$ cat src/rtl/animation_pkg.sv
// rtl/animation_pkg.sv - shared types and constants for frame-based platform animations
package animation_pkg;

  typedef enum logic [1:0] {
    IDLE = 2'd0,
    SHOW = 2'd1,
    DROP = 2'd2,
    DONE = 2'd3
  } seq_state_t;

  localparam logic [3:0] CTL_NONE = 4'h0;
  localparam logic [3:0] CTL_ALL  = 4'hF;

  localparam int FRAMES_HOLD_DEF = 60;
  localparam int FRAMES_STEP_DEF = 30;

endpackage

$ cat src/rtl/vga_if.sv
// rtl/vga_if.sv - VGA timing stream bundle shared by the video pipeline stages
interface vga_if;

  logic [10:0] hcount;
  logic [10:0] vcount;
  logic        hsync;
  logic        vsync;
  logic        hblnk;
  logic        vblnk;

  modport in  (input  hcount, vcount, hsync, vsync, hblnk, vblnk);
  modport out (output hcount, vcount, hsync, vsync, hblnk, vblnk);

endinterface

$ cat src/rtl/vblnk_edge.sv
// rtl/vblnk_edge.sv - rising-edge detector on vertical blanking, one tick per frame
module vblnk_edge (
  input  logic clk,
  input  logic rst,
  input  logic vblnk,
  output logic tick
);

  logic vblnk_q;

  always_ff @(posedge clk) begin
    if (rst) begin
      vblnk_q <= 1'b0;
    end else begin
      vblnk_q <= vblnk;
    end
  end

  // Combinational so the tick lands in the same cycle vblnk rises.
  assign tick = vblnk & ~vblnk_q;

endmodule

$ cat src/rtl/platform_sequencer.sv
// rtl/platform_sequencer.sv - startup animation: holds all platforms, then removes
// them one by one (bit 3 first) on frame boundaries
module platform_sequencer
  import animation_pkg::*;
#(
  parameter int FRAMES_HOLD = FRAMES_HOLD_DEF,
  parameter int FRAMES_STEP = FRAMES_STEP_DEF
) (
  input  logic       clk,
  input  logic       rst,
  input  logic       start,
  input  logic       restart,
  vga_if.in          in,
  output logic       start_game,
  output logic [3:0] ctl,
  output logic       anim_done
);

  localparam logic [7:0] HOLD8 = 8'(FRAMES_HOLD);
  localparam logic [7:0] STEP8 = 8'(FRAMES_STEP);

  seq_state_t state, state_n;
  logic [7:0] fcnt, fcnt_n, fcnt_inc;
  logic [3:0] ctl_n, ctl_shift;
  logic       tick;

  vblnk_edge u_vblnk_edge (
    .clk   (clk),
    .rst   (rst),
    .vblnk (in.vblnk),
    .tick  (tick)
  );

  assign fcnt_inc  = fcnt + 8'd1;
  assign ctl_shift = {1'b1, ctl[3:1]};

  always_comb begin
    state_n = state;
    fcnt_n  = fcnt;
    ctl_n   = ctl;
    if (restart) begin
      state_n = IDLE;
      fcnt_n  = 8'd0;
      ctl_n   = CTL_NONE;
    end else begin
      case (state)
        IDLE: begin
          ctl_n = CTL_NONE;
          if (start) begin
            state_n = SHOW;
            fcnt_n  = 8'd0;
          end
        end
        SHOW: begin
          if (tick) begin
            if (fcnt_inc == HOLD8) begin
              state_n = DROP;
              fcnt_n  = 8'd0;
              ctl_n   = 4'b1000;
            end else begin
              fcnt_n = fcnt_inc;
            end
          end
        end
        DROP: begin
          if (tick) begin
            if (fcnt_inc == STEP8) begin
              fcnt_n = 8'd0;
              ctl_n  = ctl_shift;
              if (ctl_shift == CTL_ALL) begin
                state_n = DONE;
              end
            end else begin
              fcnt_n = fcnt_inc;
            end
          end
        end
        DONE: begin
          ctl_n = CTL_ALL;
        end
        default: begin
          state_n = IDLE;
          fcnt_n  = 8'd0;
          ctl_n   = CTL_NONE;
        end
      endcase
    end
  end

  // Flags derive from the next state so every output stays a plain register.
  always_ff @(posedge clk) begin
    if (rst) begin
      state      <= IDLE;
      fcnt       <= 8'd0;
      ctl        <= CTL_NONE;
      start_game <= 1'b0;
      anim_done  <= 1'b0;
    end else begin
      state      <= state_n;
      fcnt       <= fcnt_n;
      ctl        <= ctl_n;
      start_game <= (state_n != IDLE);
      anim_done  <= (state_n == DONE);
    end
  end

endmodule

$ cat src/flat_wrapper.sv
// flat-port wrapper written by rule: the top's interface ports become plain ports
module platform_sequencer_flat import animation_pkg::*;
#(
  parameter int FRAMES_HOLD = FRAMES_HOLD_DEF,
  parameter int FRAMES_STEP = FRAMES_STEP_DEF
)
  (clk, rst, start, restart, start_game, ctl, anim_done, in_hcount, in_vcount, in_hsync, in_vsync, in_hblnk, in_vblnk);
  vga_if in_i ();
  input  logic clk;
  input  logic rst;
  input  logic start;
  input  logic restart;
  output logic start_game;
  output logic [3:0] ctl;
  output logic anim_done;
  input wire logic [$bits(in_i.hcount)-1:0] in_hcount;
  input wire logic [$bits(in_i.vcount)-1:0] in_vcount;
  input wire logic [$bits(in_i.hsync)-1:0] in_hsync;
  input wire logic [$bits(in_i.vsync)-1:0] in_vsync;
  input wire logic [$bits(in_i.hblnk)-1:0] in_hblnk;
  input wire logic [$bits(in_i.vblnk)-1:0] in_vblnk;
  assign in_i.hcount = in_hcount;
  assign in_i.vcount = in_vcount;
  assign in_i.hsync = in_hsync;
  assign in_i.vsync = in_vsync;
  assign in_i.hblnk = in_hblnk;
  assign in_i.vblnk = in_vblnk;
  platform_sequencer #(.FRAMES_HOLD(FRAMES_HOLD), .FRAMES_STEP(FRAMES_STEP)) u_core (.clk(clk), .rst(rst), .start(start), .restart(restart), .in(in_i), .start_game(start_game), .ctl(ctl), .anim_done(anim_done));
endmodule
$ cat config.mk
export PLATFORM = sky130hd
export DESIGN_NAME = platform_sequencer_flat
export DESIGN_NICKNAME = d
export VERILOG_FILES = /design/src/rtl/animation_pkg.sv /design/src/rtl/vga_if.sv /design/src/rtl/vblnk_edge.sv /design/src/rtl/platform_sequencer.sv /design/src/flat_wrapper.sv
export SDC_FILE = /design/constraint.sdc
export NUM_CORES = 1
export LEC_CHECK = 0
export ABC_AREA = 1
export CORE_ASPECT_RATIO = 0.7
export CORE_MARGIN = 5
export CORE_UTILIZATION = 40
export CTS_CLUSTER_DIAMETER = 200
export DETAILED_ROUTE_END_ITERATION = 10
export PLACE_DENSITY = 0.71
export SYNTH_ARGS = -nofsm -noshare
export SYNTH_HDL_FRONTEND = slang
export SYNTH_HIERARCHICAL = 1
export SYNTH_SLANG_ARGS = --single-unit
$ cat constraint.sdc
create_clock -name clk -period 2.1 [get_ports clk]
set_input_delay 0.42 -clock clk [delete_from_list [all_inputs] [get_ports clk]]
set_output_delay 0.42 -clock clk [all_outputs]
set_load 0.02 [all_outputs]
# ---- After elaboration in Yosys (flattened, before gate mapping)
# Cells that the tools add are included.
dict set report totals {
  regBits 17
  inputBits 30
  output_inout_bits 6
  wordCells 46
}
dict set report classes {
  n_addsub 1
  n_eq_ne 12
  n_mux 19
  n_bitwise 2
  reduce_logical 6
}
# op count
set op_table {}
lappend op_table {{8-bit 2-to-1 mux} 5}
lappend op_table {{8-bit one-hot mux with 3 select lines} 1}
lappend op_table {{4-bit 2-to-1 mux} 4}
lappend op_table {{4-bit one-hot mux with 4 select lines} 1}
lappend op_table {{2-bit 2-to-1 mux} 7}
lappend op_table {{8-bit by 1-bit adder with 8-bit output (second input constant)} 1}
lappend op_table {{8-bit by 5-bit equality test with 1-bit output (second input constant)} 1}
lappend op_table {{8-bit by 6-bit equality test with 1-bit output (second input constant)} 1}
lappend op_table {{2-bit by 1-bit inequality test with 1-bit output (second input constant)} 4}
lappend op_table {{4-bit AND reduction} 2}
lappend op_table {{2-bit equality test (second input constant)} 3}
lappend op_table {{2-bit one-hot mux with 3 select lines} 1}
lappend op_table {{3-bit equality test (second input constant)} 1}
lappend op_table {{3-bit nonzero test} 1}
lappend op_table {{2-bit by 1-bit equality test with 1-bit output (second input constant)} 1}
lappend op_table {{2-bit zero test} 1}
lappend op_table {{2-bit inequality test (second input constant)} 1}
lappend op_table {{2-bit nonzero test} 1}
lappend op_table {{2-bit OR reduction} 1}
lappend op_table {{1-bit bitwise AND} 1}
lappend op_table {{1-bit NOT} 1}

# ---- Depth between registers and ports, before layout
# Gate-level depths: netlist of the first run.
dict set report logic_depth {
  ltp_word 7
  ltp_mapped 13
  depth_no_buf 12
}

# ---- Hierarchy
# Netlist of the first run, hierarchy kept.
# module instances cells_per_inst area_each_um2 seq_area_each_um2
set modules_own_cells {}
lappend modules_own_cells {platform_sequencer 1 158 1093.5 320.3}
lappend modules_own_cells {vblnk_edge 1 4 31.3 20.0}

# ---- Worst setup path after synthesis of the first run
# No wires, ideal clock.
dict set report synth_timing {
  kind {flip-flop to flip-flop}
  from {register u_core.state[0]}
  to {register u_core.fcnt[2]}
  setup_time_ns 0.070
  arrival_ns 1.645
  t_required_ns 2.030
  setup_slack_ns 0.385
  path_stages_with_launch 9
  path_buffers 1
  synth_period_minus_slack_ns 1.715
  path_cell_list {dfxtp_1 inv_1 ha_1 buf_2 o21bai_2 nand2_2 nor2_2 nand3_1 a21oi_1}
}
dict set report synth_via {
  elab_chain_cells 3
  elab_cells_between_ends 9
  classes_between {eq/ne (5); mux (1); reduce/logical (3)}
}
# element line
set synth_lines {}
lappend synth_lines {{start, declared} platform_sequencer.sv:22} ;# seq_state_t state, state_n;
lappend synth_lines {{start signal, assigned} platform_sequencer.sv:99} ;# state <= state_n;
lappend synth_lines {{2-bit equality test (tied with other cells)} platform_sequencer.sv:46} ;# case (state)
lappend synth_lines {{2-bit by 1-bit inequality test with 1-bit output (no line) (tied with other cells)} --}
lappend synth_lines {{4-bit AND reduction (no line)} --}
lappend synth_lines {{end signal, assigned} platform_sequencer.sv:100} ;# fcnt <= fcnt_n;
lappend synth_lines {{end, declared} platform_sequencer.sv:23} ;# logic [7:0] fcnt, fcnt_n, fcnt_inc;
# Several ways; a longest one is shown, not always the timed one.
# A chain may end at the register's enable or synchronous reset.

# ---- Worst setup path after layout of the first run
dict set report layout_timing {
  from {register u_core.state[1]}
  to {register u_core.fcnt[0]}
}
# The elaborated chain is that of the path after synthesis.

==> results of run 1 <==
worst min-delay path by stage:
stage                        start              to  slack, ns
floorplan           u_core/fcnt[7]  u_core/fcnt[7]       0.46
global placement     u_core/ctl[0]   u_core/ctl[0]       0.46
detailed placement   u_core/ctl[0]   u_core/ctl[0]       0.47
CTS                  u_core/ctl[0]   u_core/ctl[0]       0.48
global route         u_core/ctl[0]   u_core/ctl[0]       0.49
finish               u_core/ctl[0]   u_core/ctl[0]       0.47
cell families after synthesis:
family	share of synthesized area (%)
buf+inv	7.79
fa+ha+maj	10.0
flops	30.3
compound gates	12.2
simple gates	39.7
power groups by stage:
stage | clock network (mW) | registers [mW] | logic (mW)
after floorplan | 0 | 0.337 | 0.0349
after global placement | 0 | 0.335 | 0.0618
after detailed placement | 0 | 0.335 | 0.0634
after CTS | 0.255 | 0.328 | 0.0638
after global routing | 0.266 | 0.328 | 0.0703
final | 0.242 | 0.328 | 0.0646
routing by layer:
| layer | routed length, um | up-vias | GRT usage, % |
|---|---|---|---|
| li1 | - | 562 | - |
| met1 | 1310 | 491 | 19.2 |
| met2 | 1210 | 17 | 24.3 |
| met3 | 88 | 2 | 3.85 |
| met4 | 19 | 0 | 3.61 |
| met5 | 0 | - | 0 |
through the flow:
stage                     utilization [%]  total power [mW]  setup slack (ns)
final                                48.8             0.635             0.236
after global routing                 48.8             0.665            0.0373
after CTS                            48.7             0.647             0.213
after detailed placement             47.1             0.399             0.160
after global placement               47.1             0.397             0.195
after floorplan                         -             0.372             0.385
timing repair:
item                                    CTS  global route
resized for setup                         0             2
endpoints found under the hold margin     0             0
endpoints found under the setup margin    0             4
setup buffers                             0             0
registers in the layout (all words and copies together) (netlist names):
register and cells:
u_core/fcnt 8, u_core/ctl 4, u_core/state 2, u_core/anim_done 1
u_core/start_game 1, u_core/u_vblnk_edge/vblnk_q 1
tightest hold or removal path, stage by stage, from the launching register on:
cell	delay (ns)
dfxtp_1	0.31
nand2_1	0.06
a21oi_1	0.05
area by class of cell:
type,instances,area share (%)
Multi-Input combinational cell,123,52.1
Sequential cell,17,25.6
Timing Repair Buffer,15,10.3
Inverter,19,5.33
Clock buffer,4,3.36
Tap cell,36,3.36
cell usage in the layout, fill, tap and decap left out:
cell type | netlist | final
nand3_2 | 3 | 3
nor2_1 | 15 | 15
clkdlybuf4s50_1 | 0 | 10
inv_1 | 19 | 19
nand2_1 | 40 | 40
o21bai_2 | 1 | 1
o21ai_2 | 1 | 1
o21bai_1 | 1 | 1
buf_4 | 1 | 5
nand3b_1 | 3 | 3
clkbuf_8 | 0 | 3
dfxtp_2 | 0 | 2
nand3_1 | 11 | 11
dfxtp_1 | 17 | 15
clkbuf_1 | 1 | 1
nor2_4 | 1 | 1
nand2_4 | 3 | 3
nand2_2 | 4 | 4
a21oi_1 | 18 | 18
nor2_2 | 2 | 2
nand4_1 | 8 | 8
a311o_1 | 1 | 1
o21ai_0 | 2 | 2
ha_1 | 9 | 9
==> results.toml, run 1 <==
[clock_tree]
cts_tree = "built"
cts.sinks = 17
clkTransAtPathRegs_ns = 0.07
cts_htree_levels = 1
ctsHoldBuffers = 0
cts_made_buffers = 3
ctsLongestPathBuffers = 2
cts-root-buf = "clkbuf_8"
clkLatencyLatePin_ns = 0.25

[hold_path]
hold_class = "reg -> reg"
min_path_cells = 2

[cells_and_area]
nFillCells = 270
nets = 218
multiInputGateArea_um2 = 697
fin_cells = 214
drive_gt1_share_pct = 14.0
seq_area_um2 = 343
syn2layout_area_growth_pct = 19.0
fin_area_um2 = 1340
antenna_cells = 0

[grt]
overflow = 0
grt_use_total_pct = 14.7
grt_max_degree = 10
first_global_vias = 997
antenna_found_initial = 0
grt_first_pass_wirelength_mm = 4.46

[sta]
whs_ns = 0.474
fmax_mhz = 537
rsz0062_at_grt = "no"
fin_crit_ns = 1.86
finalHoldViolCount = 0
slew_violations = 0
worstMarginPinSlew_ns = 0.337
finalSetupViolCount = 0
relSlewSlack_pct = 77.5
tns_ns = 0
fin_crit_sh_pct = 88.7
fin_skew_ns = 0.00606

[setup_path]
critPathKind = "reg -> reg"
end_kind = "flip-flop"
cp_top_family = "simple AND/OR/NAND/NOR gates"
ff2ff_setup_slack_ns = 0.24
crit_slowest_cell = "dfxtp_1"
cp_common_cell = "inv_1"
cp_num_cells = 8
critical_path_required_ns = 2.27
reg2reg_from = "u_core/state[1]"
critPathBufInv = 2
cp_max_fo = 8
rr_worst_depth = 8
cp-startpoint = "u_core/state[1]"
slowest_delay_ns = 0.43
crit_arrival_ns = 2.03
crit_end = "u_core/fcnt[0]"
worstReg2RegEnd = "u_core/fcnt[0]"
cp-start-kind = "flip-flop"
path_cells = "inv_1 > ha_1 > inv_1 > o21ai_0 > nand2_2 > nor2_2 > nand2_1 > a21oi_1"

[placement]
dp.cells = 210
portBuffers = 10
gp_congestion = 0.827
dp_hpwl_mm = 2.02
place_area_um2 = 1290

[floorplanning]
die_area_um2 = 3990
design.portCount = 36
die_h_um = 54.4
initial_core_util_pct = 41.0
dieWidth_um = 73.4
coreArea_um2 = 2740
rows = 16

[routing]
drc = 0
drtIter0Drc = 82
vias = 1072
vias_per_cell = 5.01
first_pass_iters = 4
ant_nets = 0
routedWlPerCell_um = 12.3
wl_mm = 2.62

[synthesis]
synth_top_area_share_pct = 30.3
syn_avg_cell_area_um2 = 6.94
yosysTopAreaCell = "dfxtp_1"
synth.most_common_cell = "nand2_1"
async_flop_share_pct = 0
synth_seq_area_share_pct = 30.3
synthTopCellsByCount = "nand2_1 (40), inv_1 (19), a21oi_1 (18)"
netlist_area_um2 = 1120
netlist_instances = 162
synth_nets = 201
synth_edf_count = 0
yosys_warnings = 6
synth.area.top_cells = "dfxtp_1 (30%), nand2_1 (13%), ha_1 (10%)"
ys.flop_type = "dfxtp_1"
yosysUniqueCellTypes = 22
synth-seq-cells = 17

[pwr]
power_per_cell_area_nw_per_um2 = 474
power_switching_share_pct = 23.3
internal-power_mw = 0.487
seqPwrFrac_pct = 51.7
comb_power_share_pct = 10.2
p_sw_mw = 0.148
ir_drop_v = 0.000314
clkPwrFrac_pct = 38.2
p_leak_nw = 0.528

[status]
status = "finished clean"

[flow_run]
maxCapViolCount = 0
(Power assumes the default switching activity.)
==> run 2: changes to the inputs <==
Settings changed: CAP_MARGIN set to 20.
==> results of run 2 <==
No change in the layout: final DEF, timing and power equal those of run 1.
==> patch, RTL diff (settings of run 1) <==
Encoding of `seq_state_t`: now one-hot (4 bits for 4 states).
--- a/src/rtl/animation_pkg.sv
+++ b/src/rtl/animation_pkg.sv
@@ -3,7 +3,7 @@
 
-  typedef enum logic [1:0] {
-    IDLE = 2'd0,
-    SHOW = 2'd1,
-    DROP = 2'd2,
-    DONE = 2'd3
+  typedef enum logic [3:0] {
+    IDLE = 4'b0001,
+    SHOW = 4'b0010,
+    DROP = 4'b0100,
+    DONE = 4'b1000
   } seq_state_t;
Formal check against the unedited RTL: same outputs for any inputs over 10 cycles, from zero or initial values and one cycle with rst high; not proved beyond that.
==> patch against run 1 <==
  * Area after synthesis fell by 3.0%
  * Combinational power shrank 15%
  * Sequential cell count increased by 2
  * Cell area is 2.2% lower
  * First-iteration DRC count rose by 30%
  * Sequential power rose by 12%
  * Worst setup slack better by 0.023 ns
  * Count of clock-buffer cells in the layout unchanged
  * Utilization is 2.8 points higher
  * Clock power rose by 6%
  * Routed wire length decreased by 6.3%
  * Total power is 6.9% higher
  * Largest cell class unchanged
  * Highest routed layer unchanged
==> patch: results (changes against run 1) <==
status: finished, final reports clean (unchanged)
post-synthesis share of cell area spent on full adders, half adders and majority gates: 3.44% (was 10.0%)
area of the mapped netlist: 1090 sq um (was 1120 sq um)
DR vias: 1095 (was 1072)
initial drt markers: 107 (was 82)
leakage dissipation: 0.559 nW (was 0.528 nW)
most used standard cells in the synthesized netlist: nand2_1, inv_1, nor2_1, dfxtp_1, nand3_1 (was nand2_1, inv_1, a21oi_1, dfxtp_1, nor2_1)
HPWL after detailed placement: 1910 microns (was 2020 microns)
Total GRT Usage: 13.8% (was 14.7%)
internal portion of total power: 0.523 mW (was 0.487 mW)
arrival time at the worst endpoint: 1.99 ns (was 2.03 ns)
RePlAce Congestion: 0.830 (was 0.827)
start point of the worst hold path: u_core/ctl[3] (was u_core/ctl[0])
global-route wire length before repair: 4130 microns (was 4460 microns)
launching point of the worst reg2reg path: u_core/fcnt[1] (was u_core/state[1])
final-stage net count: 216 (was 218)
worst setup path endpoint: u_core/ctl[1] (was u_core/fcnt[0])
worst-case vdd ir drop: 0.448 mV (was 0.314 mV)
Seq/Total Area, Yosys: 34.9% (was 30.3%)
biggest registers after layout: u_core/fcnt x8, u_core/ctl x4, u_core/state x4 (was u_core/fcnt x8, u_core/ctl x4, u_core/state x2)
Hold EP: u_core/ctl[3] (was u_core/ctl[0])
part of the total power dissipated in the clock network: 37.7% (was 38.2%)
net count of the mapped netlist: 197 (was 201)
via count of the first global-routing pass: 985 (was 997)
power in combinational cells: 0.0551 mW (was 0.0646 mW)
## patch: area by class of cell
cell class              instances  share of cell area [%]
clock buffers                   4                    3.44
inverters                      26                    7.46
multi-input cells             119                    46.8
flip-flops and latches         19                    29.1
well taps                      34                    3.25
repair buffers                 14                    9.94
## patch: per-layer routing
| layer | GRT usage (%) | part of all wire, % | vias up |
|---|---|---|---|
| met3 | 4.66 | 5.5 | 6 |
| met5 | 0 | 0 | - |
| met2 | 22.4 | 43 | 26 |
| met4 | 1.84 | 0.69 | 0 |
| li1 | - | - | 558 |
| met1 | 18.5 | 51 | 505 |
## patch: metrics by stage
step / cells / total power [mW] / setup WS [ns]
floorplan: 164 / 0.405 / 0.516
global placement: 212 / 0.430 / 0.149
detailed placement: 212 / 0.432 / 0.0856
CTS: 216 / 0.686 / 0.285
global route: 216 / 0.714 / 0.135
finish: 216 / 0.679 / 0.260
## patch: kinds of logic after synthesis
family          after synthesis
simple gates                 93
fa+ha+maj                     3
compound gates               23
buf+inv                      26
flops                        19
